$ cat config.mk
export PLATFORM = sky130hd
export DESIGN_NAME = t_framer
export DESIGN_NICKNAME = d
export VERILOG_FILES = /design/src/rtl/t_framer.sv
export SDC_FILE = /design/constraint.sdc
export NUM_CORES = 1
export LEC_CHECK = 0
export CAP_MARGIN = 15
export CORE_MARGIN = 2
export CORE_UTILIZATION = 53
export DETAILED_ROUTE_END_ITERATION = 7
export GPL_TIMING_DRIVEN = 0
export PLACE_DENSITY = 0.81
export SETUP_SLACK_MARGIN = 0.5
export SYNTH_ARGS = -nofsm -noshare
export SYNTH_HDL_FRONTEND = slang
export SYNTH_SLANG_ARGS = --single-unit
$ cat constraint.sdc
create_clock -name clk -period 2.3 [get_ports clk]
set_input_delay 0.23 -clock clk [delete_from_list [all_inputs] [get_ports clk]]
set_output_delay 0.23 -clock clk [all_outputs]
set_load 0.05 [all_outputs]
$ cat src/rtl/t_framer.sv
// Transmit framer: 12-bit payload words in, back-to-back 16-bit {HEADER, payload} frames out MSB first.
// Optional TFRAMER_ERRINJ_EN adds an err_inj input that inverts the header of the frame loaded that edge.
module t_framer #(
  parameter logic [3:0] HEADER      = 4'd6,
  parameter int         SYNC_FRAMES = 3
) (
  input  logic        clk,
  input  logic        rst,
`ifdef TFRAMER_ERRINJ_EN
  input  logic        err_inj,
`endif
  input  logic [11:0] data_in,
  input  logic        data_valid,
  output logic        data_ready,
  output logic        data_out,
  output logic        frame_start,
  output logic        synced
);

  typedef enum logic {
    SYNC = 1'b0,
    RUN  = 1'b1
  } state_t;

  localparam int SW = (SYNC_FRAMES > 1) ? $clog2(SYNC_FRAMES) : 1;
  localparam logic [SW-1:0] SYNC_LAST = SW'(SYNC_FRAMES - 1);

  state_t        state, state_nxt;
  logic [15:0]   sreg, sreg_nxt;
  logic [3:0]    bit_cnt;
  logic [SW-1:0] sync_cnt, sync_cnt_nxt;
  logic [11:0]   buf_data, buf_nxt;
  logic          buf_full, buf_full_nxt;
  logic          load;
  logic          xfer;
  logic [3:0]    hdr;

  assign load = (bit_cnt == 4'd15);

`ifdef TFRAMER_ERRINJ_EN
  assign hdr = err_inj ? ~HEADER : HEADER;
`else
  assign hdr = HEADER;
`endif

  // Handshake: a word transfers on any rising edge where data_valid and data_ready are both high.
  // data_ready depends only on internal state, never on data_valid.
  assign data_ready  = (state == RUN) && (!buf_full || load);
  assign xfer        = data_valid && data_ready;
  assign data_out    = sreg[15];
  assign frame_start = (bit_cnt == 4'd0);
  assign synced      = (state == RUN);

  always_comb begin
    state_nxt    = state;
    sreg_nxt     = {sreg[14:0], 1'b0};
    sync_cnt_nxt = sync_cnt;
    buf_nxt      = buf_data;
    buf_full_nxt = buf_full;
    if (load) begin
      sreg_nxt = {hdr, 12'h000};
      if (state == SYNC) begin
        sync_cnt_nxt = sync_cnt + 1'b1;
        if (sync_cnt == SYNC_LAST) state_nxt = RUN;
      end else if (buf_full) begin
        // Older buffered word goes out first; a word arriving now refills the buffer.
        sreg_nxt = {hdr, buf_data};
        if (xfer) buf_nxt = data_in;
        else      buf_full_nxt = 1'b0;
      end else if (xfer) begin
        sreg_nxt = {hdr, data_in};
      end
    end else if (xfer) begin
      buf_nxt      = data_in;
      buf_full_nxt = 1'b1;
    end
  end

  always_ff @(posedge clk or posedge rst) begin
    if (rst) begin
      state    <= SYNC;
      sreg     <= {HEADER, 12'h000};
      bit_cnt  <= 4'd0;
      sync_cnt <= '0;
      buf_data <= 12'h000;
      buf_full <= 1'b0;
    end else begin
      state    <= state_nxt;
      sreg     <= sreg_nxt;
      bit_cnt  <= bit_cnt + 4'd1;
      sync_cnt <= sync_cnt_nxt;
      buf_data <= buf_nxt;
      buf_full <= buf_full_nxt;
    end
  end

endmodule

==> impl_metrics.csv, run 1 <==
group,metric,value,unit
yosys,synth_edf_count,0,
power_and_ir_drop,p_switching,252,uW
cts,numCtsBuffers,5,
power_and_ir_drop,ir_worst_vdd,0.488,mV
yosys,synth-warning-count,0,
global_route,grt_max_degree,21,
timing,rsz0062_at_grt,"yes",
layout,final_cell_mix,"34 x dfrtp_1, 15 x nand2_1, 15 x clkdlybuf4s50_1",
cts,htree_num_levels,2,
floorplan,die-width,57.3,um
route,route.vias.total,1031,
yosys,synth_compound_area_frac,0.111,
worst_setup_path,r2r-start,"bit_cnt[1]$_DFF_PP0_",
timing,relSlewSlack,0.531,
yosys,synth_xor_area_frac,0.0175,
floorplan,fp-row-count,19,
cts,ctsHoldBuffers,0,
worst_setup_path,crit_buf_inv,2,
cts,cts_buffer_depth,2,
layout,syn2layout_area_growth,25.8,%
yosys,synth.distinct_cells,26,
layout,fillers,199,
global_route,grt_pass1_wl,4.59,mm
worst_setup_path,path_cells,"ha_4 > nand3_4 > buf_8 > a21oi_2 > buf_6",
timing,fmax,560,MHz
route,drc,0,
timing,hold_viol_final,0,
global_route,grt_usage,0.193,
route,firstDrtPassIters,4,
cts,cts_tree,"built",
floorplan,die_h,57.3,um
worst_setup_path,r2r_cells,5,
layout,nets,169,
worst_setup_path,startpoint_type,"flop",
global_route,antenna_found_initial,0,
power_and_ir_drop,design_power_total,1110,uW
yosys,synth-main-ff-cell,"dfrtp_1",
timing,worst_pin_slew,0.703,ns
layout,diodes,0,
cts,clk_latency,0.35,ns
place,hpwl,1.85,mm
yosys,yosysSeqAreaShare,0.601,
route,drt_wl_total,2.81,mm
power_and_ir_drop,p_sw_frac,0.226,
floorplan,core_area,2730,um^2
layout,final_common_cell,"dfrtp_1",
yosys,ys_async_sr_fraction,1.00,
power_and_ir_drop,power_frac_clock,0.314,
timing,holdWs,0.292,ns
route,wl_per_cell,15.3,um
floorplan,dieArea,3280,um^2
global_route,grt_overflow,0,
timing,min_period,1.79,ns
power_and_ir_drop,pwr-share-comb,0.101,
floorplan,start_util,0.550,
layout,layout-drive-gt1-share,0.250,
yosys,synthAdderAreaFrac,0.0250,
place,io_buffers,18,
route,via_per_inst,5.63,
global_route,grt_pass1_vias,1054,
yosys,synthMuxAreaShare,0.122,
timing,worst_clock_skew,0.00269,ns
layout,ff_latch_area,903,um^2
power_and_ir_drop,power_density,589,nW/um^2
timing,period_share,0.777,
worst_setup_path,r2r-end,"buf_data[7]$_DFFE_PP0P_",
worst_setup_path,criticalPathCategory,"reg -> out",
yosys,synth_top_family_by_area,"multiplexers",
worst_setup_path,reg2reg_slack,0.51,ns
yosys,synth_seq_cells,36,
cts,cts_sinks,36,
yosys,syn_inst,120,
cts,cts-root-buf,"clkbuf_4",
worst_setup_path,worstSetupEndpointType,"output port",
worst_setup_path,critPathMaxStageDelay,0.43,ns
timing,setup_viol,0,
worst_setup_path,critPathRequiredTime,2.07,ns
hold_path,min_path_type,"in -> async",
power_and_ir_drop,seqPwrFrac,0.585,
timing,slew_viol_final,0,
place,gp_congestion,0.697,
yosys,syn_nets,138,
floorplan,ios,19,
job,drv_cap,0,
worst_setup_path,cp_top_family,"flip-flops",
route,drt_iter0_drc,44,
cts,clk_pin_slew,0.10,ns
outcome,outcome,"finished clean",
worst_setup_path,crit_slowest_cell,"dfrtp_1",
yosys,synthSimpleGateAreaFrac,0.0874,
power_and_ir_drop,intPower,862,uW
power_and_ir_drop,leakagePower,0.000877,uW
worst_setup_path,crit_fanout,5,
yosys,avgSynthCellArea,12.5,um^2
worst_setup_path,crit_arrival,1.56,ns
route,ant_nets,0,
layout,multi_input_comb_area,582,um^2
yosys,syn-cell-area,1500,um^2
## Yosys cell counts (all sizes together) (3+ instances only)
cell / n / area, um^2
a22oi: 11 / 82.6
buf: 3 / 23.8
inv: 5 / 18.8
ha: 3 / 37.5
nand2: 15 / 56.3
dfrtp: 34 / 851
o21ai: 12 / 60.1
mux2: 13 / 184
clkbuf: 3 / 11.3
## area by class of cell
type,instances,share of cell area
flip-flops and latches,36,0.478
clock buffers,8,0.0311
repair buffers,24,0.127
inverters,5,0.00992
multi-input cells,73,0.308
plain buffers,6,0.0265
well taps,31,0.0205
## state kept, by name, indices dropped and copies added, names as in the netlist
register / flops
sreg: 16
buf_data: 12
bit_cnt: 4
sync_cnt: 2
buf_full: 1
synced: 1
## worst max path at each step
stage	from	end	slack [ns]	cells after the start
2_1_floorplan	synced$_DFFE_PP0P_	buf_data[0]$_DFFE_PP0P_	0.56	4
5_1_grt	bit_cnt[1]$_DFF_PP0_	data_ready	0.45	5
4_1_cts	bit_cnt[0]$_DFF_PP0_	data_ready	0.43	5
6_report	bit_cnt[1]$_DFF_PP0_	data_ready	0.51	5
3_5_place_dp	bit_cnt[0]$_DFF_PP0_	data_ready	-0.16	5
3_3_place_gp	bit_cnt[0]$_DFF_PP0_	data_ready	-0.11	5
## stage by stage
stage                     utilization  instance area, um^2  TNS (ns)  cells  setup WS, ns
after detailed placement        0.643                 1760    -0.158    170        -0.158
after CTS                       0.679                 1860         0    178         0.427
after global routing            0.692                 1890         0    183         0.452
after global placement          0.633                 1730    -0.113    169        -0.113
after floorplan                     -                 1510         0    120         0.556
final                           0.692                 1890         0    183         0.514
## worst register-to-register path: stages, from the launching register on
cell and delay, ns:
dfrtp_1 0.44, ha_4 0.20, and3_2 0.24, mux2_4 0.33, buf_8 0.16, mux2_4 0.30
## power by group through the flow
| stage | Combinational, uW | Clock (uW) | Sequential (uW) |
|---|---|---|---|
| after floorplan | 63.5 | 0 | 662 |
| after global placement | 101 | 0 | 663 |
| after detailed placement | 110 | 0 | 663 |
| after CTS | 110 | 350 | 651 |
| after global routing | 122 | 380 | 653 |
| final | 113 | 349 | 651 |
## per-layer routing
layer,global-route usage,up-vias,wire [um]
met3,0.0567,7,160
met1,0.243,512,1240
met4,0.130,0,75
li1,-,482,-
met2,0.289,30,1330
met5,0,-,0
## logic make-up (layout without fill, tap and decap cells)
family | after synthesis | count (layout)
buffers and inverters | 11 | 43
xor gates and xnor gates | 3 | 3
and+or+nand+nor | 27 | 27
muxes | 13 | 13
adders and majority gates | 3 | 3
DFF | 36 | 36
AOI/OAI and AO/OA | 27 | 27
## timing repair
item | in CTS | in global routing
setup buffers | 0 | 5
resized for setup | 19 | 4
setup endpoints to repair | 12 | 11
pin swaps | 0 | 1
gates cloned | 0 | 0
No activity file was read; power rests on OpenSTA's default activity.
==> run 2: changes to the inputs <==
CORE_UTILIZATION = 48   (was 53)
PLACE_DENSITY = 0.77   (was 0.81)
clock period = 1.6 ns   (was 2.3 ns; I/O delays follow)
==> impl_metrics.csv, run 2 (synthesized netlist as in run 1, its figures left out) <==
group,metric,value,unit
worst_setup_path,startpoint_type,"flop",
global_route,grt_pass1_wl,5.35,mm
layout,nets,177,
worst_setup_path,crit_arrival,1.92,ns
worst_setup_path,r2r_cells,5,
timing,worst_clock_skew,0.0167,ns
timing,fmax,591,MHz
floorplan,core_area,3030,um^2
timing,fin_ws,-0.0921,ns
power_and_ir_drop,seqPwrFrac,0.591,
worst_setup_path,critPathRequiredTime,1.83,ns
timing,worst_pin_slew,0.532,ns
layout,largestRegisters,"sreg x16, buf_data x12, bit_cnt x4",
cts,clk_latency,0.35,ns
power_and_ir_drop,intPower,1200,uW
power_and_ir_drop,ir_worst_vdd,0.442,mV
global_route,grt_overflow,0,
timing,relSlewSlack,0.645,
floorplan,die_h,60.0,um
layout,largest_reg_flops,16,
timing,setup_viol,14,
power_and_ir_drop,p_sw_frac,0.242,
timing,hold_viol_final,0,
job,drv_cap,0,
layout,layout-drive-gt1-share,0.469,
cts,numCtsBuffers,5,
outcome,violations,"negative setup slack",
outcome,outcome,"complete, but fails checks",
floorplan,fp-row-count,20,
timing,fin_tns_setup,-0.900,ns
worst_setup_path,worstSetupEndpointType,"flop",
power_and_ir_drop,p_switching,384,uW
timing,rsz0062_at_grt,"yes",
power_and_ir_drop,power_density,737,nW/um^2
worst_setup_path,crit_fanout,5,
layout,final_common_cell,"dfrtp_1",
cts,cts-root-buf,"clkbuf_4",
route,drc,0,
timing,holdWs,0.185,ns
floorplan,start_util,0.497,
floorplan,ios,19,
global_route,grt_max_degree,25,
route,route.vias.total,1105,
place,gp_congestion,0.707,
cts,htree_num_levels,2,
hold_path,min_path_type,"in -> async",
cts,cts_tree,"built",
route,wl_per_cell,16.1,um
route,ant_nets,0,
layout,final_cell_mix,"31 x dfrtp_1, 14 x clkdlybuf4s50_1, 11 x nand2_1",
worst_setup_path,criticalPathCategory,"reg -> reg",
timing,period_share,1.06,
route,drt_wl_total,3.29,mm
route,firstDrtPassIters,6,
route,drt_iter0_drc,50,
layout,top_register,"sreg",
global_route,grt_pass1_vias,1145,
global_route,antenna_found_initial,0,
power_and_ir_drop,power_frac_clock,0.293,
floorplan,dieArea,3600,um^2
cts,cts_buffer_depth,2,
place,io_buffers,18,
cts,cts_sinks,36,
place,hpwl,1.93,mm
layout,diodes,0,
floorplan,die-width,60.0,um
power_and_ir_drop,leakagePower,0.000960,uW
global_route,grt_usage,0.213,
cts,clk_pin_slew,0.11,ns
timing,min_period,1.69,ns
layout,syn2layout_area_growth,43.1,%
power_and_ir_drop,pwr-share-comb,0.117,
layout,fillers,201,
timing,slew_viol_final,0,
route,via_per_inst,5.42,
## run 2: cell count changes in the layout (fill, tap and decap cells not counted), sizes merged
cell,change
buf,+11
clkbuf,-2
clkdlybuf4s50,-1
clkinv,+1
clkinvlp,+1
dlygate4sd2,-1
inv,-1
## run 2: stage by stage
stage          std cells  total power (uW)  cell area (um^2)   util  setup WS [ns]
2_1_floorplan        120              1050              1570      -        -0.0357
3_3_place_gp         182              1100              1800  0.595         -0.640
3_5_place_dp         183              1110              1820  0.600         -0.694
4_1_cts              202              1590              2040  0.675        -0.0887
5_1_grt              204              1650              2150  0.711         -0.134
6_report             204              1590              2150  0.711        -0.0921
## run 2: power groups by stage
stage / Combinational (uW) / Sequential (uW) / Clock (uW)
2_1_floorplan: 96.5 / 951 / 0
3_5_place_dp: 160 / 954 / 0
3_3_place_gp: 152 / 953 / 0
5_1_grt: 198 / 938 / 509
4_1_cts: 176 / 937 / 475
6_report: 185 / 937 / 464
## run 2: layout make-up
| cell class | instances | area (um^2) | share of cell area |
|---|---|---|---|
| Inverter | 5 | 22.5 | 0.0105 |
| Timing Repair Buffer | 32 | 344 | 0.160 |
| Clock buffer | 7 | 45.0 | 0.0209 |
| Sequential cell | 36 | 907 | 0.422 |
| Multi-Input combinational cell | 73 | 689 | 0.320 |
| Clock inverter | 1 | 5.00 | 0.00233 |
| Tap cell | 44 | 55.1 | 0.0256 |
| Buffer | 6 | 83.8 | 0.0390 |
## run 2: worst max-delay path, stage by stage, from the launching register on
cell and delay, ns:
dfrtp_1 0.42, ha_4 0.18, and3_4 0.18, mux2_4 0.35
buf_12 0.15, mux2_4 0.29
## run 2: final timing paths
| path | start | slack, ns | end |
|---|---|---|---|
| hold / removal | rst | 0.19 | sreg[5]$_DFF_PP0_ |
| setup / recovery | bit_cnt[0]$_DFF_PP0_ | -0.09 | buf_data[0]$_DFFE_PP0P_ |
| setup reg to reg | bit_cnt[0]$_DFF_PP0_ | -0.09 | buf_data[0]$_DFFE_PP0P_ |
| max in group asynchronous | rst | 0.95 | buf_data[1]$_DFFE_PP0P_ |
| min in group clk | data_in[3] | 0.45 | buf_data[3]$_DFFE_PP0P_ |
| hold reg to reg | sreg[1]$_DFF_PP0_ | 0.46 | sreg[2]$_DFF_PP0_ |
## run 2: layer usage
metal	up-vias	wire [um]	track usage
li1	494	-	-
met1	572	1380	0.260
met2	30	1690	0.346
met3	9	136	0.0649
met4	0	80	0.0921
met5	-	0	0
## run 2: what timing repair did
action,in CTS,in global routing
setup buffers,9,2
resized for setup,44,37
setup endpoints to repair,35,38
pin swaps,2,4
hold buffers,0,0
cloned,2,0
